<file path="src/rtl/load_store_unit_if.sv">
// Handshake bundle between the execute stage, the load/store unit and memctl.
// The slave modport is the LSU's view; master is the pipeline/memctl side.
interface load_store_unit_if;
  logic        req_valid;
  logic        req_ready;
  logic        req_store;
  logic [2:0]  req_funct3;
  logic [31:0] req_addr;
  logic [31:0] req_wdata;
  logic        resp_valid;
  logic        resp_ready;
  logic [31:0] resp_rdata;
  logic [1:0]  resp_err;
  logic [31:0] mem_addr;
  logic        mem_read_valid;
  logic        mem_write_valid;
  logic [31:0] mem_write_data;
  logic [1:0]  mem_width;
  logic [31:0] mem_read_data;
  logic        mem_valid;

  modport slave (
    input  req_valid, req_store, req_funct3, req_addr, req_wdata, resp_ready,
           mem_read_data, mem_valid,
    output req_ready, resp_valid, resp_rdata, resp_err,
           mem_addr, mem_read_valid, mem_write_valid, mem_write_data, mem_width
  );

  modport master (
    output req_valid, req_store, req_funct3, req_addr, req_wdata, resp_ready,
           mem_read_data, mem_valid,
    input  req_ready, resp_valid, resp_rdata, resp_err,
           mem_addr, mem_read_valid, mem_write_valid, mem_write_data, mem_width
  );
endinterface

</file>
<file path="src/rtl/load_store_unit.sv">
// RV32I load/store unit: legality/alignment check, memctl request, load extension.
// Optional macro LSU_TIMEOUT_EN adds a BUSY watchdog that answers with err=3.
module load_store_unit #(
  parameter int TIMEOUT_CYCLES = 256
) (
  input  logic            clk,
  input  logic            rst,
  load_store_unit_if.slave lsu
);

  typedef enum logic [1:0] {
    S_IDLE = 2'd0,
    S_BUSY = 2'd1,
    S_RESP = 2'd2
  } state_t;

  localparam logic [1:0] ERR_OK    = 2'd0;
  localparam logic [1:0] ERR_ALIGN = 2'd1;
  localparam logic [1:0] ERR_F3    = 2'd2;

  state_t      state_q;
  logic [31:0] addr_q;
  logic [31:0] wdata_q;
  logic [31:0] rdata_q;
  logic [2:0]  funct3_q;
  logic [1:0]  width_q;
  logic [1:0]  err_q;
  logic        store_q;
  logic        rd_vld_q;
  logic        wr_vld_q;
  logic        resp_vld_q;

  logic        legal_d;
  logic        misaligned_d;
  logic [31:0] wdata_d;
  logic [31:0] ext_rdata_d;

  function automatic logic funct3_legal(input logic store, input logic [2:0] f3);
    logic ok;
    ok = 1'b0;
    case (f3)
      3'b000, 3'b001, 3'b010: ok = 1'b1;
      3'b100, 3'b101:         ok = ~store;
      default:                ok = 1'b0;
    endcase
    return ok;
  endfunction

  function automatic logic [31:0] mask_wdata(input logic [1:0] w, input logic [31:0] d);
    logic [31:0] m;
    case (w)
      2'd0:    m = {24'd0, d[7:0]};
      2'd1:    m = {16'd0, d[15:0]};
      default: m = d;
    endcase
    return m;
  endfunction

  function automatic logic [31:0] extend_load(input logic [2:0] f3, input logic [31:0] d);
    logic [31:0] r;
    case (f3)
      3'b000:  r = {{24{d[7]}}, d[7:0]};
      3'b001:  r = {{16{d[15]}}, d[15:0]};
      3'b010:  r = d;
      3'b100:  r = {24'd0, d[7:0]};
      3'b101:  r = {16'd0, d[15:0]};
      default: r = 32'd0;
    endcase
    return r;
  endfunction

  always_comb begin
    legal_d      = funct3_legal(lsu.req_store, lsu.req_funct3);
    misaligned_d = ((lsu.req_funct3[1:0] == 2'd1) && lsu.req_addr[0]) ||
                   ((lsu.req_funct3[1:0] == 2'd2) && (lsu.req_addr[1:0] != 2'd0));
    // Loads never put data on the write bus.
    wdata_d      = lsu.req_store ? mask_wdata(lsu.req_funct3[1:0], lsu.req_wdata) : 32'd0;
    ext_rdata_d  = extend_load(funct3_q, lsu.mem_read_data);
  end

`ifdef LSU_TIMEOUT_EN
  localparam int TMO_LOG = $clog2(TIMEOUT_CYCLES);
  localparam int TMO_W   = (TMO_LOG < 8) ? 8 : ((TMO_LOG > 32) ? 32 : TMO_LOG);

  logic [TMO_W-1:0] tmo_q;
  logic             tmo_hit_d;

  assign tmo_hit_d = (tmo_q == TMO_W'(TIMEOUT_CYCLES - 1));
`else
  // TIMEOUT_CYCLES only matters when the watchdog is built in.
  logic [31:0] unused_tmo_cfg;
  assign unused_tmo_cfg = 32'(TIMEOUT_CYCLES);
`endif

  always_ff @(posedge clk or negedge rst) begin
    if (!rst) begin
      state_q    <= S_IDLE;
      addr_q     <= 32'd0;
      wdata_q    <= 32'd0;
      rdata_q    <= 32'd0;
      funct3_q   <= 3'd0;
      width_q    <= 2'd0;
      err_q      <= ERR_OK;
      store_q    <= 1'b0;
      rd_vld_q   <= 1'b0;
      wr_vld_q   <= 1'b0;
      resp_vld_q <= 1'b0;
`ifdef LSU_TIMEOUT_EN
      tmo_q      <= '0;
`endif
    end else begin
      case (state_q)
        S_IDLE: begin
          if (lsu.req_valid) begin
            addr_q   <= lsu.req_addr;
            funct3_q <= lsu.req_funct3;
            store_q  <= lsu.req_store;
            width_q  <= lsu.req_funct3[1:0];
            wdata_q  <= wdata_d;
            rdata_q  <= 32'd0;
            if (!legal_d) begin
              err_q      <= ERR_F3;
              resp_vld_q <= 1'b1;
              state_q    <= S_RESP;
            end else if (misaligned_d) begin
              err_q      <= ERR_ALIGN;
              resp_vld_q <= 1'b1;
              state_q    <= S_RESP;
            end else begin
              err_q    <= ERR_OK;
              rd_vld_q <= ~lsu.req_store;
              wr_vld_q <= lsu.req_store;
              state_q  <= S_BUSY;
`ifdef LSU_TIMEOUT_EN
              tmo_q    <= '0;
`endif
            end
          end
        end

        S_BUSY: begin
          // mem_valid is checked first so a completion on the timeout cycle still succeeds.
          if (lsu.mem_valid) begin
            rd_vld_q   <= 1'b0;
            wr_vld_q   <= 1'b0;
            resp_vld_q <= 1'b1;
            err_q      <= ERR_OK;
            rdata_q    <= store_q ? 32'd0 : ext_rdata_d;
            state_q    <= S_RESP;
          end
`ifdef LSU_TIMEOUT_EN
          else if (tmo_hit_d) begin
            rd_vld_q   <= 1'b0;
            wr_vld_q   <= 1'b0;
            resp_vld_q <= 1'b1;
            err_q      <= 2'd3;
            rdata_q    <= 32'd0;
            state_q    <= S_RESP;
          end else begin
            tmo_q <= tmo_q + TMO_W'(1);
          end
`endif
        end

        S_RESP: begin
          if (lsu.resp_ready) begin
            resp_vld_q <= 1'b0;
            err_q      <= ERR_OK;
            rdata_q    <= 32'd0;
            state_q    <= S_IDLE;
          end
        end

        default: state_q <= S_IDLE;
      endcase
    end
  end

  assign lsu.req_ready       = (state_q == S_IDLE);
  assign lsu.resp_valid      = resp_vld_q;
  assign lsu.resp_rdata      = rdata_q;
  assign lsu.resp_err        = err_q;
  assign lsu.mem_addr        = addr_q;
  assign lsu.mem_read_valid  = rd_vld_q;
  assign lsu.mem_write_valid = wr_vld_q;
  assign lsu.mem_write_data  = wdata_q;
  assign lsu.mem_width       = width_q;

endmodule

</file>
<file path="src/flat_wrapper.sv">
// flat-port wrapper written by rule: the top's interface ports become plain ports
module load_store_unit_flat 
#(
  parameter int TIMEOUT_CYCLES = 256
)
  (clk, rst, lsu_req_valid, lsu_req_store, lsu_req_funct3, lsu_req_addr, lsu_req_wdata, lsu_resp_ready, lsu_mem_read_data, lsu_mem_valid, lsu_req_ready, lsu_resp_valid, lsu_resp_rdata, lsu_resp_err, lsu_mem_addr, lsu_mem_read_valid, lsu_mem_write_valid, lsu_mem_write_data, lsu_mem_width);
  load_store_unit_if lsu_i ();
  input  logic clk;
  input  logic rst;
  input wire logic [$bits(lsu_i.req_valid)-1:0] lsu_req_valid;
  input wire logic [$bits(lsu_i.req_store)-1:0] lsu_req_store;
  input wire logic [$bits(lsu_i.req_funct3)-1:0] lsu_req_funct3;
  input wire logic [$bits(lsu_i.req_addr)-1:0] lsu_req_addr;
  input wire logic [$bits(lsu_i.req_wdata)-1:0] lsu_req_wdata;
  input wire logic [$bits(lsu_i.resp_ready)-1:0] lsu_resp_ready;
  input wire logic [$bits(lsu_i.mem_read_data)-1:0] lsu_mem_read_data;
  input wire logic [$bits(lsu_i.mem_valid)-1:0] lsu_mem_valid;
  output wire logic [$bits(lsu_i.req_ready)-1:0] lsu_req_ready;
  output wire logic [$bits(lsu_i.resp_valid)-1:0] lsu_resp_valid;
  output wire logic [$bits(lsu_i.resp_rdata)-1:0] lsu_resp_rdata;
  output wire logic [$bits(lsu_i.resp_err)-1:0] lsu_resp_err;
  output wire logic [$bits(lsu_i.mem_addr)-1:0] lsu_mem_addr;
  output wire logic [$bits(lsu_i.mem_read_valid)-1:0] lsu_mem_read_valid;
  output wire logic [$bits(lsu_i.mem_write_valid)-1:0] lsu_mem_write_valid;
  output wire logic [$bits(lsu_i.mem_write_data)-1:0] lsu_mem_write_data;
  output wire logic [$bits(lsu_i.mem_width)-1:0] lsu_mem_width;
  assign lsu_i.req_valid = lsu_req_valid;
  assign lsu_i.req_store = lsu_req_store;
  assign lsu_i.req_funct3 = lsu_req_funct3;
  assign lsu_i.req_addr = lsu_req_addr;
  assign lsu_i.req_wdata = lsu_req_wdata;
  assign lsu_i.resp_ready = lsu_resp_ready;
  assign lsu_i.mem_read_data = lsu_mem_read_data;
  assign lsu_i.mem_valid = lsu_mem_valid;
  assign lsu_req_ready = lsu_i.req_ready;
  assign lsu_resp_valid = lsu_i.resp_valid;
  assign lsu_resp_rdata = lsu_i.resp_rdata;
  assign lsu_resp_err = lsu_i.resp_err;
  assign lsu_mem_addr = lsu_i.mem_addr;
  assign lsu_mem_read_valid = lsu_i.mem_read_valid;
  assign lsu_mem_write_valid = lsu_i.mem_write_valid;
  assign lsu_mem_write_data = lsu_i.mem_write_data;
  assign lsu_mem_width = lsu_i.mem_width;
  load_store_unit #(.TIMEOUT_CYCLES(TIMEOUT_CYCLES)) u_core (.clk(clk), .rst(rst), .lsu(lsu_i));
endmodule
</file>
<file path="config.mk">
export PLATFORM = sky130hd
export DESIGN_NAME = load_store_unit_flat
export DESIGN_NICKNAME = d
export VERILOG_FILES = /design/src/rtl/load_store_unit_if.sv /design/src/rtl/load_store_unit.sv /design/src/flat_wrapper.sv
export SDC_FILE = /design/constraint.sdc
export NUM_CORES = 1
export LEC_CHECK = 0
export CORE_MARGIN = 5
export CORE_UTILIZATION = 37
export CTS_CLUSTER_DIAMETER = 60
export CTS_CLUSTER_SIZE = 25
export DETAILED_ROUTE_END_ITERATION = 10
export PLACE_DENSITY = 0.81
export SYNTH_ARGS = -nofsm -noshare
export SYNTH_HDL_FRONTEND = slang
export SYNTH_SLANG_ARGS = --single-unit
</file>
<file path="constraint.sdc">
create_clock -name clk -period 2.14 [get_ports clk]
set_clock_uncertainty 0.05 [all_clocks]
set_input_delay 0.321 -clock clk [delete_from_list [all_inputs] [get_ports clk]]
set_output_delay 0.321 -clock clk [all_outputs]
set_load 0.05 [all_outputs]
</file>
==> metrics.txt, run 1 <==
status complete, no violations; area of the multi-input gates roughly 1900 sq um; Synth top area share 0.5725; leading cell types in the layout, fill and taps excluded clkdlybuf4s50_1, dfrtp_1, nand2_1, o21ai_0, mux2_2; routed via count about 4100; die height about 120 um; maximum clock rate 0.4831 GHz; Port Buffers between 200 and 250; CP Launch Type register; Die Wd about 120 um; final core utilization 0.5945; hold depth 2; fillers 1039; crit end category register; Seq/Total Area, Yosys 0.5725; post-DP HPWL ~11000 um; Clock Pin Slew Worst Setup and Hold Paths approximately 0.070 ns; part of the cycle the worst path needs 0.9673; Max-slew headroom 0.3046; Seq cells post-synth 107; Placer Congestion between 0.8 and 0.9; WP data required about 2.3 ns; ranking of synthesized cells by area dfrtp_1, mux2_2, nand2_1, mux2i_1, a22o_1; peak supply drop between 1 and 1.5 mV; MaxCap Viol Count 0; area leader, netlist dfrtp_1; clock sinks approximately 110; final wirelength ~14000 um; Mapped Cells about 420; full die area between 10000 and 15000 sq um; Setup Viol. Count Final 0; r2r worst-path depth 6; total inserted antenna cells 0; Synth cell types 35; drt wl/cell around 17 um; clock root cell clkbuf_16; Worst Tran Pin Value ~1.0 ns; slowest CP cell or4_4; Post-DRT Antenna Nets 0; synthesized area per cell around 11 sq um; CP Max Fanout 39; RSZ-0062 raised after global routing false; overall global routing resource usage 0.1896; DP Worst Slack -0.08725 ns; first-pass GRT wire length about 22000 um; Site Rows slightly above 40; Synth Cell Area between 4000 and 5000 sq um; largest net degree at the start of global routing 55; Congestion Overflow GR 0; CTS tree built; Num CTS Buffers 9; core area between 10000 and 15000 sq um; endpoints failing hold 0; crit-path max cell delay approximately 0.57 ns; ratio of cells with drive above 1 in the final layout 0.1384; Synth Net Count about 530; critical path, cell by cell inv_1 -> ha_1 -> nor2b_1 -> or4_4 -> buf_12 -> o31ai_1; CTS max path bufs 2; Reg area roughly 2700 sq um; drt via density about 5; Slew Limit Fails 0; most common cell after layout, fill and taps aside clkdlybuf4s50_1; Initial Utilization 0.3737; DRT iter0 DRCs 291; Power Density between 1500 and 2000 nW/um^2; area delta synth->final 59.10%; Ports about 210; drt drc 0; H-tree depth 3; Final min period between 2 and 2.5 ns; number of global-route vias before repair approximately 4400; crit path kind reg -> reg; Clk Latency, worst-skew pair between 0.3 and 0.4 ns; Hold WC Path Type reg -> reg; Final WS setup between 0.06 and 0.07 ns; Post-CTS Setup Bufs 0; first-pass detailed-route iteration total 4; YS warnings 0; Critical Path AT 2.26 ns; # nets final approximately 750; leakage power 3.247 nW; antenna violations before repair 0
power breakdown:
group / internal (mW) / leakage (nW) / switching (mW)
Clock: 0.910 / 0.143 / 0.743
Sequential: 2.73 / 1.38 / 0.439
Combinational: 2.57 / 1.72 / 4.28
logic make-up after synthesis:
group	synth area share
flip-flops	0.5725
multiplexers	0.1378
adder cells (fa/ha/maj)	0.008027
AO/OA/AOI/OAI	0.1316
buffers and inverters	0.03290
AND/OR/NAND/NOR	0.1172
metrics by stage:
step                       TNS, ns  instances  hold WS (ns)  power, mW  cell area, sq um
after floorplan                  0        423      -0.02459      7.595              4690
after global placement    -0.03468        798        0.2526      9.859              7123
after detailed placement    -1.384        798        0.2591      10.04              7123
after CTS                        0        815        0.4200      11.76              7427
after global routing             0        815        0.4354      12.29              7441
final                            0        815        0.4172      11.67              7441
area by class of cell:
class | count | share of cell area
clock buffer | 10 | 0.03077
inverter | 4 | 0.002018
multi-input combinational | 281 | 0.2519
timing repair buffer | 235 | 0.3178
sequential | 107 | 0.3598
clock inverter | 6 | 0.008744
tap | 172 | 0.02892
cells in the mapped netlist (all sizes together):
cell type  count
dfrtp        107
nand2         80
o21ai         46
mux2          35
a22o          26
mux2i         25
clkbuf        18
nor2          15
buf           13
nand3         10
a21oi          9
o31ai          8
nor2b          5
inv            4
ha             3
or4            3
a21o           2
nand2b         2
nor3b          2
nor4           2
a211o          1
a221oi         1
a32oi          1
nand3b         1
nor3           1
o21bai         1
or2            1
or3            1
sequential cells by signal (all words and copies together), names as in the netlist:
name / flops
u_core.lsu.mem_write_data: 32
u_core.lsu.resp_err: 2
u_core.lsu.mem_addr: 32
u_core.state_q: 2
u_core.funct3_q: 2
u_core.lsu.mem_read_valid: 1
u_core.lsu.resp_rdata: 32
u_core.lsu.mem_width: 1
u_core.lsu.resp_valid: 1
u_core.store_q: 1
u_core.lsu.mem_write_valid: 1
worst max-delay path: cells and delay by family (launching register included):
kind            cells  cell delay, ns
compound gates      1            0.29
fa+ha+maj           1            0.20
buf+inv             2            0.28
flops               1            0.37
simple gates        2            0.76
metal layers:
layer,global-route usage,up-vias,part of all wire
li1,-,1910,-
met1,0.2198,1948,0.38
met2,0.3184,171,0.51
met3,0.06267,27,0.086
met4,0.08677,0,0.027
met5,0,-,0
path summary, 6_finish.rpt:
check	from	end	slack, ns
worst max register to register	u_core.state_q[1]$_DFFE_PN0P_	u_core.lsu.resp_rdata[13]$_DFFE_PN0P_	0.07
max in group asynchronous	rst	u_core.lsu.mem_addr[3]$_DFFE_PN0P_	0.97
min in group asynchronous	rst	u_core.lsu.resp_rdata[8]$_DFFE_PN0P_	0.43
worst max-delay path	u_core.state_q[1]$_DFFE_PN0P_	u_core.lsu.resp_rdata[13]$_DFFE_PN0P_	0.07
worst min-delay path	u_core.lsu.resp_rdata[6]$_DFFE_PN0P_	u_core.lsu.resp_rdata[6]$_DFFE_PN0P_	0.42
worst min register to register	u_core.lsu.resp_rdata[6]$_DFFE_PN0P_	u_core.lsu.resp_rdata[6]$_DFFE_PN0P_	0.42
timing repair:
item / in CTS / in global routing
resized for setup: 0 / 3
hold endpoints to repair: 31 / 0
endpoints found under the setup margin: 0 / 8
hold buffers: 1 / 0
(Power assumes the default switching activity.)
==> run 2, diff against run 1 <==
--- a/config.mk
+++ b/config.mk
@@ -6,11 +6,11 @@
 export NUM_CORES = 1
 export LEC_CHECK = 0
 export CORE_MARGIN = 5
-export CORE_UTILIZATION = 37
+export CORE_UTILIZATION = 30
 export CTS_CLUSTER_DIAMETER = 60
 export CTS_CLUSTER_SIZE = 25
 export DETAILED_ROUTE_END_ITERATION = 10
-export PLACE_DENSITY = 0.81
+export PLACE_DENSITY = 0.69
 export SYNTH_ARGS = -nofsm -noshare
 export SYNTH_HDL_FRONTEND = slang
 export SYNTH_SLANG_ARGS = --single-unit
==> run 2 against run 1 <==
First-iteration DRC count is 44% lower; critical endpoint is now u_core.lsu.resp_rdata[9]$_DFFE_PN0P_; the run now ends with negative hold slack left; wire length shrank 2.0%; largest power group unchanged; via count down 3.5%; power is 0.50% higher; sequential cell count unchanged; sequential share of layout area fell by 0.066 points; hold slack worse by 0.45 ns; setup slack better by 0.055 ns; die area increased by 21%; final cell count up 4.0%; design area up 0.18%.
==> metrics.txt, run 2 (synthesis results as in run 1) <==
Ports 209 (unchanged); ratio of cells with drive above 1 in the final layout 0.1334 (was 0.1384); Critical Path AT 2.22 ns (was 2.26 ns); final wirelength 13750 um (was 14020 um); combinational share of power 0.579 (was 0.587); first-pass GRT wire length 22390 um (was 22200 um); die height 134.9 um (was 122.4 um); MaxCap Viol Count 0 (unchanged); net switching power 5.398 mW (was 5.466 mW); CTS max path bufs 2 (unchanged); Port Buffers 208 (unchanged); RR Startpoint u_core.state_q[1]$_DFFE_PN0P_ (unchanged); Congestion Overflow GR 0 (unchanged); antenna violations before repair 0 (unchanged); sw frac 0.4601 (was 0.4682); Final WS setup 0.1245 ns (was 0.07000 ns); Slew Limit Fails 0 (unchanged); peak supply drop 1.134 mV (was 1.092 mV); Clock Pin Slew Worst Setup and Hold Paths 0.07 ns (about the same); DRT iter0 DRCs 163 (was 291); # nets final 740 (was 746); fillers 1416 (was 1039); overall global routing resource usage 0.1538 (was 0.1896); number of global-route vias before repair 4260 (was 4362); CP Max Fanout 39 (unchanged); r2r worst-path depth 6 (unchanged); CTS tree built (unchanged); minimum hold slack -0.03516 ns (was 0.4172 ns); drt wl/cell 16.21 um (was 17.21 um); violated checks negative hold slack; clock root cell clkbuf_16 (unchanged); leading cell types in the layout, fill and taps excluded clkdlybuf4s50_1, dfrtp_1, nand2_1, o21ai_0, mux2_2 (unchanged); routed via count 3915 (was 4056); maximum clock rate 0.4962 GHz (was 0.4831 GHz); Internal Dissipation 6.334 mW (was 6.207 mW); power share of the clock group 0.155 (was 0.142); CTS Hold Buffers Added 0 (was 1); drt via density 4.617 (was 4.977); dpl cells 832 (was 798); leakage power 3.224 nW (was 3.247 nW); Placer Congestion 0.8000 (was 0.8085); core area 15260 sq um (was 12520 sq um); status finished, violations left (was complete, no violations); Power Density 1574 nW/um^2 (was 1569 nW/um^2); Post-DRT Antenna Nets 0 (unchanged); Setup Viol. Count Final 0 (unchanged); area of the multi-input gates 1877 sq um (was 1874 sq um); Hold WC Path Type in -> async (was reg -> reg); largest net degree at the start of global routing 108 (was 55); Layout Cells excl Fill 848 (was 815); Clk Latency, worst-skew pair 0.34 ns (about the same); Die Wd 134.9 um (was 122.4 um); post-DP HPWL 10270 um (was 10710 um); R2R Setup Slk 0.12 ns (was 0.07 ns); most common cell after layout, fill and taps aside clkdlybuf4s50_1 (unchanged); Initial Utilization 0.3065 (was 0.3737); WP data required 2.35 ns (was 2.33 ns); Reg area 2678 sq um (unchanged); crit end category register (unchanged); CP Launch Type register (unchanged); total inserted antenna cells 0 (unchanged); Site Rows 45 (was 41); Final min period 2.015 ns (was 2.070 ns); Worst Tran Pin Value 0.6909 ns (was 1.039 ns); area delta synth->final 59.39% (was 59.10%); clock sinks 107 (unchanged); first-pass detailed-route iteration total 4 (unchanged); part of the cycle the worst path needs 0.9418 (was 0.9673); worst r2r dst u_core.lsu.resp_rdata[9]$_DFFE_PN0P_ (was u_core.lsu.resp_rdata[13]$_DFFE_PN0P_); endpoints failing hold 29 (was 0); drt drc 0 (unchanged); Max-slew headroom 0.5389 (was 0.3046); DP Worst Slack -0.05270 ns (was -0.08725 ns); Num CTS Buffers 9 (unchanged); crit path kind reg -> reg (unchanged); Reg power frac 0.266 (was 0.271); RSZ-0062 raised after global routing false (unchanged); H-tree depth 3 (unchanged); full die area 18190 sq um (was 14990 sq um)
## run 2: area by class of cell
type / count / area share
clock buffers: 12 / 0.03441
repair buffers: 229 / 0.3075
multi-input cells: 281 / 0.2518
clock inverters: 4 / 0.009735
flip-flops and latches: 107 / 0.3592
inverters: 4 / 0.002014
well taps: 211 / 0.03541
## run 2: metrics by stage
step | setup TNS, ns | total power [mW] | utilization | area, sq um
after floorplan | 0 | 7.595 | - | 4690
after global routing | 0 | 12.40 | 0.4886 | 7455
after detailed placement | -0.5262 | 9.975 | 0.4659 | 7109
after global placement | -0.02061 | 9.869 | 0.4659 | 7109
final | 0 | 11.73 | 0.4886 | 7455
after CTS | 0 | 11.85 | 0.4875 | 7438
## run 2: how the worst max path moves through the flow
stage / slack, ns / from / to
floorplan: 0.05 / u_core.state_q[0]$_DFFE_PN0P_ / u_core.lsu.resp_rdata[14]$_DFFE_PN0P_
global placement: -0.01 / lsu_req_funct3[0] / u_core.lsu.mem_read_valid$_DFFE_PN0P_
detailed placement: -0.05 / lsu_req_funct3[0] / u_core.lsu.mem_read_valid$_DFFE_PN0P_
CTS: 0.07 / u_core.state_q[1]$_DFFE_PN0P_ / u_core.lsu.resp_rdata[9]$_DFFE_PN0P_
global route: 0.02 / u_core.state_q[1]$_DFFE_PN0P_ / u_core.lsu.resp_rdata[12]$_DFFE_PN0P_
finish: 0.12 / u_core.state_q[1]$_DFFE_PN0P_ / u_core.lsu.resp_rdata[9]$_DFFE_PN0P_
## run 2: power by group through the flow
stage | registers (mW) | clock network [mW] | logic (mW)
finish | 3.13 | 1.82 | 6.79
CTS | 3.14 | 1.88 | 6.84
detailed placement | 3.15 | 0 | 6.82
global route | 3.22 | 1.97 | 7.21
global placement | 3.13 | 0 | 6.74
floorplan | 5.41 | 0 | 2.18
## run 2: critical path, stage by stage (launching register included)
cell,delay (ns)
dfrtp_1,0.37
inv_1,0.10
ha_1,0.20
nor2b_1,0.19
or4_4,0.56
buf_12,0.18
o31ai_2,0.26
## run 2: what timing repair did
item                       4_1_cts  5_1_grt
setup endpoints to repair        0       20
gates resized for setup          0        4
buffers inserted                 0        0
## run 2: layer usage
layer | up-vias | GRT usage | part of all wire
met4 | 0 | 0.05769 | 0.020
met2 | 146 | 0.2485 | 0.48
met5 | - | 0 | 0
met1 | 1860 | 0.1859 | 0.41
li1 | 1891 | - | -
met3 | 18 | 0.06036 | 0.093
==> run 3, diff against run 2 <==
--- a/config.mk
+++ b/config.mk
@@ -10,7 +10,9 @@
 export CTS_CLUSTER_DIAMETER = 60
 export CTS_CLUSTER_SIZE = 25
 export DETAILED_ROUTE_END_ITERATION = 10
-export PLACE_DENSITY = 0.69
+export DONT_BUFFER_PORTS = 1
+export GPL_TIMING_DRIVEN = 0
+export PLACE_DENSITY = 0.51
 export SYNTH_ARGS = -nofsm -noshare
 export SYNTH_HDL_FRONTEND = slang
 export SYNTH_SLANG_ARGS = --single-unit
==> run 3 against run 2 <==
The run ends with negative hold slack, negative setup slack left; wire length decreased by 3.4%; register-to-register slack got worse by 0.16 ns; sequential cell count stayed put; clock power down 9.9%; first-iteration DRC count is 31% lower; die area did not move; power decreased by 11%; combinational power fell by 53%; design area fell by 27%; core utilization is 13 points lower; largest cell class unchanged.
==> metrics.txt, run 3 (synthesis results as in run 1) <==
status finished, violations left (unchanged); violated checks negative hold slack, negative setup slack (was negative hold slack); full die area 18190 sq um (unchanged); Power Density 1915 nW/um^2 (was 1574 nW/um^2); CP Launch Type register (unchanged); ratio of cells with drive above 1 in the final layout 0.2287 (was 0.1334); Port Buffers 0 (was 208); minimum hold slack -0.3914 ns (was -0.03516 ns); drt drc 0 (unchanged); Num CTS Buffers 9 (unchanged); CTS tree built (unchanged); Clk Latency, worst-skew pair 0.35 ns (was 0.34 ns); Ports 209 (unchanged); CP Max Fanout 8 (was 39); drt via density 4.988 (was 4.617); Post-DRT Antenna Nets 0 (unchanged); Initial Utilization 0.3065 (unchanged); sw frac 0.5212 (was 0.4601); # nets final 549 (was 740); first-pass detailed-route iteration total 4 (unchanged); number of global-route vias before repair 3510 (was 4260); crit path kind reg -> reg (unchanged); H-tree depth 3 (unchanged); Max-slew headroom 0.4603 (was 0.5389); routed via count 3277 (was 3915); Placer Congestion 0.7585 (was 0.8000); Clock Pin Slew Worst Setup and Hold Paths 0.08 ns (was 0.07 ns); Worst Tran Pin Value 0.8065 ns (was 0.6909 ns); WP data required 2.33 ns (was 2.35 ns); Critical Path AT 2.37 ns (was 2.22 ns); Hold WC Path Type in -> async (unchanged); first-pass GRT wire length 20420 um (was 22390 um); antenna violations before repair 0 (unchanged); Die Wd 134.9 um (unchanged); DRT iter0 DRCs 113 (was 163); fillers 1539 (was 1416); leading cell types in the layout, fill and taps excluded dfrtp_1, nand2_1, o21ai_0, mux2_2, a22o_1 (was clkdlybuf4s50_1, dfrtp_1, nand2_1, o21ai_0, mux2_2); crit end category register (unchanged); RSZ-0062 raised after global routing true (was false); dpl cells 634 (was 832); Slew Limit Fails 0 (unchanged); overall global routing resource usage 0.1461 (was 0.1538); peak supply drop 1.126 mV (was 1.134 mV); Internal Dissipation 4.981 mW (was 6.334 mW); Setup Viol. Count Final 14 (was 0); Layout Cells excl Fill 657 (was 848); Final WS setup -0.03857 ns (was 0.1245 ns); area delta synth->final 16.19% (was 59.39%); CTS max path bufs 2 (unchanged); drt wl/cell 20.21 um (was 16.21 um); combinational share of power 0.305 (was 0.579); endpoints failing hold 107 (was 29); power share of the clock group 0.158 (was 0.155); core area 15260 sq um (unchanged); Reg power frac 0.538 (was 0.266); net switching power 5.422 mW (was 5.398 mW); Power Total 10.40 mW (was 11.73 mW); clock sinks 107 (unchanged); r2r worst-path depth 9 (was 6); maximum clock rate 0.4590 GHz (was 0.4962 GHz); MaxCap Viol Count 0 (unchanged); Site Rows 45 (unchanged); part of the cycle the worst path needs 1.018 (was 0.9418); Congestion Overflow GR 0 (unchanged); most common cell after layout, fill and taps aside dfrtp_1 (was clkdlybuf4s50_1); largest net degree at the start of global routing 108 (unchanged); clock root cell clkbuf_16 (unchanged); leakage power 2.464 nW (was 3.224 nW); die height 134.9 um (unchanged); final wirelength 13280 um (was 13750 um); Final min period 2.179 ns (was 2.015 ns); total inserted antenna cells 0 (unchanged); post-DP HPWL 9866 um (was 10270 um)
run 3: cell types whose count changed in the layout (fill, tap and decap cells not counted), moves of 3 or more:
cell | previous run | this run
clkdlybuf4s50_1 | 204 | 0
nand2_2 | 1 | 10
buf_12 | 5 | 0
buf_4 | 20 | 8
nand2_1 | 79 | 69
clkbuf_2 | 0 | 9
buf_2 | 0 | 5
clkinv_4 | 0 | 3
clkbuf_1 | 1 | 10
run 3: final timing paths:
| path | startpoint | endpoint | slack [ns] |
|---|---|---|---|
| max in group asynchronous | rst | u_core.lsu.mem_addr[25]$_DFFE_PN0P_ | 2.30 |
| worst min register to register | u_core.store_q$_DFFE_PN0P_ | u_core.store_q$_DFFE_PN0P_ | 0.43 |
| min in group clk | lsu_req_wdata[9] | u_core.lsu.mem_write_data[9]$_DFFE_PN0P_ | 0.04 |
| worst max register to register | u_core.state_q[1]$_DFFE_PN0P_ | u_core.lsu.resp_rdata[2]$_DFFE_PN0P_ | -0.04 |
| worst min-delay path | rst | u_core.lsu.resp_rdata[27]$_DFFE_PN0P_ | -0.39 |
| worst max-delay path | u_core.state_q[1]$_DFFE_PN0P_ | u_core.lsu.resp_rdata[2]$_DFFE_PN0P_ | -0.04 |
run 3: per-layer routing:
metal | vias to the layer above | part of all wire | wire [um] | track usage
met5 | - | 0 | 0 | 0
met4 | 0 | 0.016 | 210 | 0.05486
met3 | 14 | 0.12 | 1622 | 0.06595
met2 | 160 | 0.48 | 6411 | 0.2399
met1 | 1587 | 0.38 | 5032 | 0.1679
li1 | 1516 | - | - | -
run 3: timing repair:
action	CTS	global route
cloned	1	1
buffers inserted	5	1
endpoints found under the setup margin	77	93
gates resized for setup	21	25
pin swaps	2	10
hold endpoints to repair	107	107
run 3: power by group through the flow:
stage               Combinational (mW)  Sequential, mW  Clock [mW]
floorplan                         2.18            5.41           0
global placement                  2.64            5.65           0
detailed placement                2.72            5.65           0
CTS                               3.06            5.62        1.72
global route                      3.48            5.70        1.79
finish                            3.17            5.59        1.64
run 3: through the flow:
step	hold WS, ns	TNS, ns	utilization	cell area, sq um	worst slack [ns]
2_1_floorplan	-0.02459	0	-	4690	0.04639
3_3_place_gp	-0.02160	-9.401	0.3246	4954	-0.3043
3_5_place_dp	-0.02185	-12.23	0.3246	4954	-0.3562
4_1_cts	-0.4124	-0.1003	0.3517	5366	-0.02842
5_1_grt	-0.4192	-3.245	0.3561	5434	-0.1244
6_report	-0.3914	-0.2732	0.3561	5434	-0.03857
run 3: area by class of cell:
class	count	area, sq um	share of cell area
buffer	30	171.4	0.03154
clock buffer	9	225.2	0.04145
clock inverter	7	71.32	0.01312
inverter	4	15.01	0.002763
multi-input combinational	281	1912	0.3518
sequential	107	2678	0.4927
tap	211	264.0	0.04858
timing repair buffer	8	97.59	0.01796
run 3: worst max-delay path, cell delays in order, from the launching register on:
cell	delay [ns]
dfrtp_1	0.37
inv_2	0.06
ha_4	0.22
buf_6	0.15
nor2b_4	0.14
or4_4	0.62
buf_8	0.18
clkbuf_16	0.16
nand2_2	0.06
nand2_1	0.06
==> variant, RTL diff (settings of run 2) <==
Encoding of `state_t`: now one-hot (3 bits for 3 states).
--- a/src/rtl/load_store_unit.sv
+++ b/src/rtl/load_store_unit.sv
@@ -9,8 +9,8 @@
 );
 
-  typedef enum logic [1:0] {
-    S_IDLE = 2'd0,
-    S_BUSY = 2'd1,
-    S_RESP = 2'd2
+  typedef enum logic [2:0] {
+    S_IDLE = 3'b001,
+    S_BUSY = 3'b010,
+    S_RESP = 3'b100
   } state_t;
 
Formal check against the unedited RTL: same outputs for any inputs over 4 cycles, from zero or initial values and one cycle with rst low; so few cycles prove little.
==> variant against run 2 <==
- sequential cell count increased by 1
- design area up 1.4%
- hold slack improved by 0.45 ns
- largest cell class unchanged
- synthesized cell count grew 25%
- maximum frequency up 3.1%
- wire length up 8.1%
- die area increased by 2.5%
- clock power shrank 9%
- final cell count grew 12%
- power decreased by 7.5%
- sequential power is essentially flat
- setup slack better by 0.060 ns
- area after synthesis grew 2.7%
==> variant: results (changes against run 2) <==
• 8.743% — proportion of layout cells with a drive suffix above 1, -4.6 points
• 931 — cell count after placement, +12%
• 3 — CTS H-tree depth, unchanged
• 15.67 um — Routed wire per std cell, -3.3%
• reg2reg — worst hold path class
• 16 — Max FO, Critical Path, -59%
• 0 — number of warnings issued by yosys, unchanged
• 0 — Inserted Diodes, unchanged
• 0.001105 V — maximum vdd ir drop, -2.5%
• 2 — maximum clock path buffer count, unchanged
• 100.0% — post-synthesis async set-or-reset flop share, unchanged
• 60 — largest net degree at the start of global routing, -44%
• 10.64 mm — Detail Placement HPWL, +3.6%
• 9.117 um^2 — Synth Area per Inst, -18%
• sky130_fd_sc_hd__dfrtp_1 — top_reg_cell synth
• 4388 — total number of vias, +12%
• 0.18 ns — internal reg-to-reg setup slack, +0.06 ns
• 226 — count of routing violations after the opening detailed-route iteration, +39%
• 16.08% — gr usage total, +0.70 points
• 3.372 nW — leakage power of the design, +4.6%
• 4 — TritonRoute pass-1 iters, unchanged
• 632 — nets in the synthesized netlist, +19%
• 4472 — number of global-route vias before repair, +5.0%
• 23.59 mm — global-route wire length before repair, +5.4%
• sky130_fd_sc_hd__nand2_1 (220), sky130_fd_sc_hd__dfrtp_1 (107), sky130_fd_sc_hd__a21oi_1 (37) — most numerous cell types in the synthesized netlist
• 208 — count of input and output buffers, unchanged
• 24.45% — met2 Track Usage GR, -0.39 points
• 2.18 ns — Worst EP arrival, -0.04 ns
• 14.86 mm — final routed wirelength across all metal layers, +8.1%
• 0.34 ns — worst skew pair latency, about the same
• 9 — Inserted Clock Buffers, unchanged
• 0 — buffer and inverter count on the worst path, -2
• 3 — Reg2Reg Depth, -3
• 0 — antenna violations before repair, unchanged
• u_core.state_q[0] — worst reg2reg path startpoint
• 6.838% — met3 usage, +0.80 points
• reg2reg — Worst Path Class, Setup
• sky130_fd_sc_hd__dfrtp_1 (56%), sky130_fd_sc_hd__nand2_1 (17%), sky130_fd_sc_hd__a21oi_1 (3.9%), sky130_fd_sc_hd__a22o_1 (3.1%), sky130_fd_sc_hd__o31ai_2 (2.6%) — synth top area cells
• 0.7730 — Final Wtd Congestion, -3.4%
• sky130_fd_sc_hd__dfstp_2 — Crit-path slowest cell
• completed — run status
• 0.6167 ns — slew at the pin closest to its max-slew limit, -0.07411 ns
• 0.07 ns — clock-pin transition on the worst setup and hold timing paths, about the same
• 0.67 ns — biggest cell delay along the critical path, +0.11 ns
• 1543 — fillers, +9.0%
• sky130_fd_sc_hd__clkbuf_16 — Root Buffer
• 43 — number of unique standard cell types used by synthesis, +23%
• 20.84% — global-route track usage on met1, +2.3 points
• simple AND/OR/NAND/NOR gates — critical path's top delay family
• 0 — buffers inserted during post-CTS setup optimization, unchanged
• u_core.lsu.mem_write_data[24] — termination of the worst setup path
• 832 — Final #Nets, +12%
• 56.28% — sequential element share of the synthesized area, -0.97 points
[variant: worst register-to-register path: cells and delay by family (launching register included)]
| kind | cells | cell delay (ns) |
|---|---|---|
| flops | 1 | 0.67 |
| compound gates | 1 | 0.23 |
| simple gates | 2 | 0.94 |
[variant: final cells by class]
cell class	count	area (um^2)	share of cell area [%]
inverter	3	11.26	0.1490
tap	216	270.3	3.576
timing repair buffer	233	2375	31.42
multi-input combinational	372	1904	25.20
sequential	108	2704	35.78
clock buffer	9	225.2	2.980
clock inverter	7	67.56	0.8940
[variant: power breakdown]
| group | switching (mW) | internal [mW] |
|---|---|---|
| clock | 0.758 | 0.902 |
| combinational | 3.97 | 2.09 |
| sequential | 0.450 | 2.69 |
| total | 5.18 | 5.68 |
[variant: cell families after synthesis]
kind of cell	synth area share, %
xor+xnor	0.3646
buf+inv	4.375
simple gates	22.06
compound gates	16.93
flops	56.28
[variant: stage by stage]
stage          hold WS [ns]  power (mW)  setup slack (ns)   TNS [ns]  area, um^2
6_report             0.4165       10.86            0.1847          0        7557
5_1_grt              0.4260       11.54           0.05272          0        7557
4_1_cts              0.4226       11.01            0.1746          0        7557
3_5_place_dp         0.2936       9.283         -0.009811  -0.009811        7254
3_3_place_gp         0.2964       9.229           0.03297          0        7254
2_1_floorplan      -0.02459       7.014            0.1539          0        4816
[variant: repair_timing]
| item | CTS | global route |
|---|---|---|
| hold endpoints to repair | 107 | 0 |
| gates resized for setup | 0 | 0 |
| hold buffers | 1 | 0 |
[variant: metal layers]
layer	vias to the layer above	wire length, um
li1	2157	-
met5	-	0
met3	9	1606
met4	0	151
met2	172	6641
met1	2050	6457
[variant: how the worst min path moves through the flow]
stage	depth (start not counted)	to	startpoint	slack (ns)
after detailed placement	2	u_core.lsu.resp_rdata[5]	rst	0.29
after CTS	2	u_core.lsu.mem_write_data[4]	u_core.lsu.mem_write_data[4]	0.42
after global placement	2	u_core.lsu.resp_rdata[5]	rst	0.30
final	2	u_core.lsu.mem_write_data[2]	u_core.lsu.mem_write_data[2]	0.42
after floorplan	0	u_core.funct3_q[1]	rst	-0.02
after global routing	3	u_core.lsu.mem_addr[21]	lsu_req_addr[21]	0.43
